--- src/rtl/sha_padder.sv ---
// Byte-stream to SHA-256 padded 512-bit block builder (0x80 marker, zero fill, 64-bit length).
// Latency: block_valid rises the cycle after the beat that completes a block; follow-on blocks one cycle after the previous transfer.
// Backpressure: in_ready is low whenever a block is presented; block/block_last hold while block_ready is low.
module sha_padder #(
    parameter int LEN_W = 64
) (
    input  logic         clk,
    input  logic         rst,
    input  logic [7:0]   in_data,
    input  logic         in_valid,
    input  logic         in_last,
    input  logic         in_empty,
    output logic         in_ready,
    output logic [511:0] block,
    output logic         block_valid,
    output logic         block_last,
    input  logic         block_ready
);

    typedef enum logic [1:0] {
        ABSORB     = 2'd0,
        FULL_EMIT  = 2'd1,
        OVF_EMIT   = 2'd2,
        FINAL_EMIT = 2'd3
    } state_t;

    state_t             state_q, state_d;
    logic [5:0]         ptr_q, ptr_d;
    logic [LEN_W-1:0]   len_q, len_d;
    logic [511:0]       buf_q, buf_d;
    logic               pend80_q, pend80_d;

    // Bytes used in the block after the current beat (64 means the block is full).
    logic [6:0]         used;
    // Message length in bits as it stands in the registered counter.
    logic [LEN_W-1:0]   len_bits_q;

    assign used       = {1'b0, ptr_q} + {6'd0, ~in_empty};
    assign len_bits_q = {len_q[LEN_W-4:0], 3'b000};

    // State, pointer, length counter and block buffer registers.
    always_ff @(posedge clk or negedge rst) begin
        if (!rst) begin
            state_q  <= ABSORB;
            ptr_q    <= 6'd0;
            len_q    <= '0;
            buf_q    <= '0;
            pend80_q <= 1'b0;
        end else begin
            state_q  <= state_d;
            ptr_q    <= ptr_d;
            len_q    <= len_d;
            buf_q    <= buf_d;
            pend80_q <= pend80_d;
        end
    end

    // Next-state: absorb bytes, insert padding on the last beat, release blocks on transfer.
    always_comb begin
        state_d  = state_q;
        ptr_d    = ptr_q;
        len_d    = len_q;
        buf_d    = buf_q;
        pend80_d = pend80_q;

        case (state_q)
            ABSORB: begin
                if (in_valid) begin
                    if (!in_empty) begin
                        // Byte k lives at [511-8k -: 8]; 63-k equals ~k for a 6-bit k.
                        buf_d[{~ptr_q, 3'b000} +: 8] = in_data;
                        ptr_d = ptr_q + 6'd1;
                        len_d = len_q + 1'b1;
                    end
                    if (in_last) begin
                        if (used == 7'd64) begin
                            // No room for the marker: it opens the next block.
                            state_d  = FULL_EMIT;
                            pend80_d = 1'b1;
                        end else begin
                            // Bytes past the data are already zero, so only the marker is written.
                            buf_d[{~used[5:0], 3'b000} +: 8] = 8'h80;
                            if (used <= 7'd55) begin
                                buf_d[63:0] = {len_d[LEN_W-4:0], 3'b000};
                                state_d     = FINAL_EMIT;
                            end else begin
                                state_d = OVF_EMIT;
                            end
                        end
                    end else if (used == 7'd64) begin
                        state_d  = FULL_EMIT;
                        pend80_d = 1'b0;
                    end
                end
            end
            FULL_EMIT: begin
                if (block_ready) begin
                    buf_d = '0;
                    ptr_d = 6'd0;
                    if (pend80_q) begin
                        buf_d[511:504] = 8'h80;
                        buf_d[63:0]    = len_bits_q;
                        state_d        = FINAL_EMIT;
                    end else begin
                        state_d = ABSORB;
                    end
                end
            end
            OVF_EMIT: begin
                if (block_ready) begin
                    buf_d       = '0;
                    buf_d[63:0] = len_bits_q;
                    state_d     = FINAL_EMIT;
                end
            end
            FINAL_EMIT: begin
                if (block_ready) begin
                    ptr_d    = 6'd0;
                    len_d    = '0;
                    buf_d    = '0;
                    pend80_d = 1'b0;
                    state_d  = ABSORB;
                end
            end
            default: state_d = ABSORB;
        endcase
    end

    assign in_ready    = (state_q == ABSORB);
    assign block_valid = (state_q != ABSORB);
    assign block_last  = (state_q == FINAL_EMIT);
    assign block       = buf_q;

endmodule
--- config.mk ---
export PLATFORM = sky130hd
export DESIGN_NAME = sha_padder
export DESIGN_NICKNAME = d
export VERILOG_FILES = /design/src/rtl/sha_padder.sv
export SDC_FILE = /design/constraint.sdc
export NUM_CORES = 2
export LEC_CHECK = 0
export BUFFER_PORTS_ARGS = -buffer_cell sky130_fd_sc_hd__buf_2
export CELL_PAD_IN_SITES_DETAIL_PLACEMENT = 1
export CELL_PAD_IN_SITES_GLOBAL_PLACEMENT = 2
export CORE_UTILIZATION = 30
export CTS_BUF_LIST = sky130_fd_sc_hd__clkbuf_8
export CTS_CLUSTER_DIAMETER = 200
export DETAILED_ROUTE_END_ITERATION = 10
export PLACE_DENSITY_LB_ADDON = 0.1
export SLEW_MARGIN = 40
export SYNTH_ARGS = -nofsm -noshare
export SYNTH_HDL_FRONTEND = slang
export SYNTH_SLANG_ARGS = --single-unit
--- constraint.sdc ---
create_clock -name clk -period 3.65 [get_ports clk]
set_input_delay 0.73 -clock clk [delete_from_list [all_inputs] [get_ports clk]]
set_output_delay 0.73 -clock clk [all_outputs]
set_load 0.1 [all_outputs]
==> impl_metrics.toml <==
[cts]
clk_path_buf_depth = 3
cts_root_buf = "clkbuf_8"
htreeDepth = 3
cts_tree = "done"
cts_buffers = 107
clk_pin_slew_ps = 70
clock_latency_ps = 800
cts_sinks = 582

[synthesis]
synth_edf_count = 0
ys_ff_latch = 582
synth_cell_types = 100
yosys_warnings = 0
syn_nets = 2972
async_reset_ff_frac = 1.000
syn_area_sq_um = 28820
seq_area_frac_synth = 0.5053
synth_flop_cell = "dfrtp_1"
synth_area_per_cell_sq_um = 9.780
syn_inst = 2947

[timing]
max_freq_mhz = 282.2
layout_min_cycle_time_ps = 3544
fin_crit_sh = 0.9708
tightest_slew_ps = 901.9
final-setup-viol-count = 0
skew_ps = 52.57
maxSlewViolCount = 0
max-slew-margin-rel = 0.3973
finalHoldViolations = 0

[die]
core-area_sq_um = 95150
dieWidth_um = 312.0
rows = 113
die_h_um = 312.0
io_pins = 529
initial_core_util = 0.3029
die_area_sq_um = 97320

[global_routing]
grt_usage = 0.3089
antenna_found_initial = 6
grt_pass1_wl_um = 222900
grt_pass1_vias = 30660
grt_remaining_overflow = 0
grt_max_degree = 70

[routing]
antenna_left = 0
route.detailed.drc = 0
vias = 29860
wl_um = 153900
via_per_inst = 5.778
dr.pass1.iters = 6
wl_per_cell_um = 29.78
drt_iter0_markers = 2310

[final_layout]
area_growth_pct = 33.44
nNetsFinal = 3840
stdcell_area_sq_um = 38460
fill_cells = 10960
drive_above_1_share = 0.3217
utilization = 0.4042

[power_and_ir_drop]
ir_drop_uv = 358.6
power_leakage_nw = 18.56
powerDensity_nw_per_um2 = 625.5

[place]
port-buffer-count = 528
gp_congestion = 0.9506
hpwl_um = 115900
placed_area_sq_um = 36000

[critical_path]
cp_max_fo = 11
rr_worst_depth = 12
cp-start-kind = "register"
path_class = "register to register"
cp-end-kind = "register"
worstPathArrival_ps = 4170
required_ps = 4280

[hold_path]
hold_path_class = "input pin to register"
hold_depth = 2

[status]
outcome = "finished clean"

[flow_run]
drv_cap = 0
[cell type report]
class	instances	area, sq um	share of cell area
inverter	47	176.4	0.004587
clock inverter	48	291.5	0.007580
timing repair buffer	968	6346	0.1650
antenna	4	10.01	0.0002603
tap	1265	1583	0.04115
sequential	582	14570	0.3787
multi-input combinational	2109	13510	0.3512
clock buffer	144	1982	0.05153
[timing repair]
| action | in CTS | in global routing |
|---|---|---|
| endpoints found under the setup margin | 33 | 154 |
| gates cloned | 0 | 0 |
| hold buffers | 1 | 0 |
| buffers inserted | 0 | 1 |
| gates resized for setup | 6 | 12 |
| endpoints found under the hold margin | 42 | 0 |
| pin swaps | 0 | 2 |
[power by group]
group / internal (mW) / switching (mW)
Combinational: 2.51 / 7.83
Clock: 3.64 / 3.09
Sequential: 6.69 / 0.284
Total: 12.8 / 11.2
[placed cells by master, fill, tap and decap left out, types with 17 or more instances in the layout]
master,count
nand2_1,266
o2bb2ai_1,39
and2_1,27
a22o_1,282
clkbuf_8,144
inv_1,78
buf_12,31
o21ai_1,28
o211ai_1,21
mux2i_1,24
nor4_2,17
and3_1,36
nor4_1,24
dfrtp_1,581
a211oi_1,20
a31oi_1,39
nor3_1,88
nand3_1,71
nor2_1,239
o22ai_1,18
nand4_1,36
o31ai_1,61
a221oi_1,20
buf_2,527
o21ai_0,267
a21oi_1,155
xnor2_1,22
buf_4,408
[logic make-up (layout without fill, tap and decap cells)]
logic type	after synthesis	count (layout)	share of synthesized area
simple gates	912	912	0.1562
buf+inv	256	1207	0.03590
xor+xnor	39	39	0.01328
fa+ha+maj	11	11	0.004775
mux	32	32	0.01146
flops	582	582	0.5053
other cells	0	4	0
compound gates	1115	1115	0.2731
[registers in the layout, summed over array words and instances (netlist names)]
register / flops
len_q: 61
block: 512
state_q: 2
pend80_q: 1
ptr_q: 6
[through the flow]
stage | hold WS (ps) | instances | setup TNS [ps] | setup slack [ps] | total power, mW
after CTS | 330.5 | 5162 | 0 | 6.170 | 24.03
after detailed placement | 465.4 | 4969 | -80400 | -583.6 | 17.19
after global placement | 457.3 | 4969 | -61300 | -536.3 | 17.00
after floorplan | 434.4 | 2947 | 0 | 0.4874 | 12.49
after global routing | 384.0 | 5167 | -38.24 | -18.65 | 24.93
final | 399.2 | 5167 | 0 | 106.4 | 24.06
[final timing paths]
kind / from / endpoint / slack, ps
worst max register to register: ptr_q[0]$_DFFE_PN0P_ / block[54]$_DFFE_PN0P_ / 110
worst min register to register: block[87]$_DFFE_PN0P_ / block[87]$_DFFE_PN0P_ / 480
worst max-delay path: ptr_q[0]$_DFFE_PN0P_ / block[54]$_DFFE_PN0P_ / 110
max in group asynchronous: rst / block[57]$_DFFE_PN0P_ / 1960
worst min-delay path: in_last / pend80_q$_DFFE_PN0P_ / 400
min in group asynchronous: rst / block[113]$_DFFE_PN0P_ / 480
[synth_stat cells (19+ instances only)]
cell | number | share of area
a31oi_1 | 39 | 0.0085
clkbuf_1 | 162 | 0.021
o21ai_0 | 268 | 0.047
mux2i_1 | 24 | 0.0083
and3_1 | 36 | 0.0078
buf_2 | 19 | 0.0033
nor4_1 | 26 | 0.0056
o2bb2ai_1 | 39 | 0.012
a22o_1 | 282 | 0.086
a221oi_1 | 20 | 0.0061
a21oi_1 | 156 | 0.027
nand2_1 | 269 | 0.035
nand3_1 | 71 | 0.012
a211oi_1 | 22 | 0.0057
and2_1 | 28 | 0.0061
nor3_1 | 97 | 0.017
dfrtp_1 | 582 | 0.51
inv_1 | 46 | 0.0060
o21ai_1 | 31 | 0.0054
o31ai_1 | 71 | 0.018
nand4_1 | 36 | 0.0078
nor2_1 | 240 | 0.031
nor4_2 | 19 | 0.0082
o211ai_1 | 21 | 0.0055
xnor2_1 | 22 | 0.0067
[critical path, stage by stage (launching register included)]
cell	delay (ps)
dfrtp_2	490
ha_4	200
ha_4	280
ha_2	230
mux2i_1	80
mux2_2	300
buf_4	150
or4_4	450
a31oi_1	220
buf_4	240
a311o_1	260
o21ai_1	160
a221o_1	340
[per-layer routing]
layer,global-route usage,vias up,share of wire
met2,0.4970,1072,0.47
li1,-,12870,-
met5,0,-,0.000084
met4,0.08913,2,0.026
met1,0.4303,15720,0.45
met3,0.04532,197,0.056
Note: power is estimated with default switching activity, not from simulation.
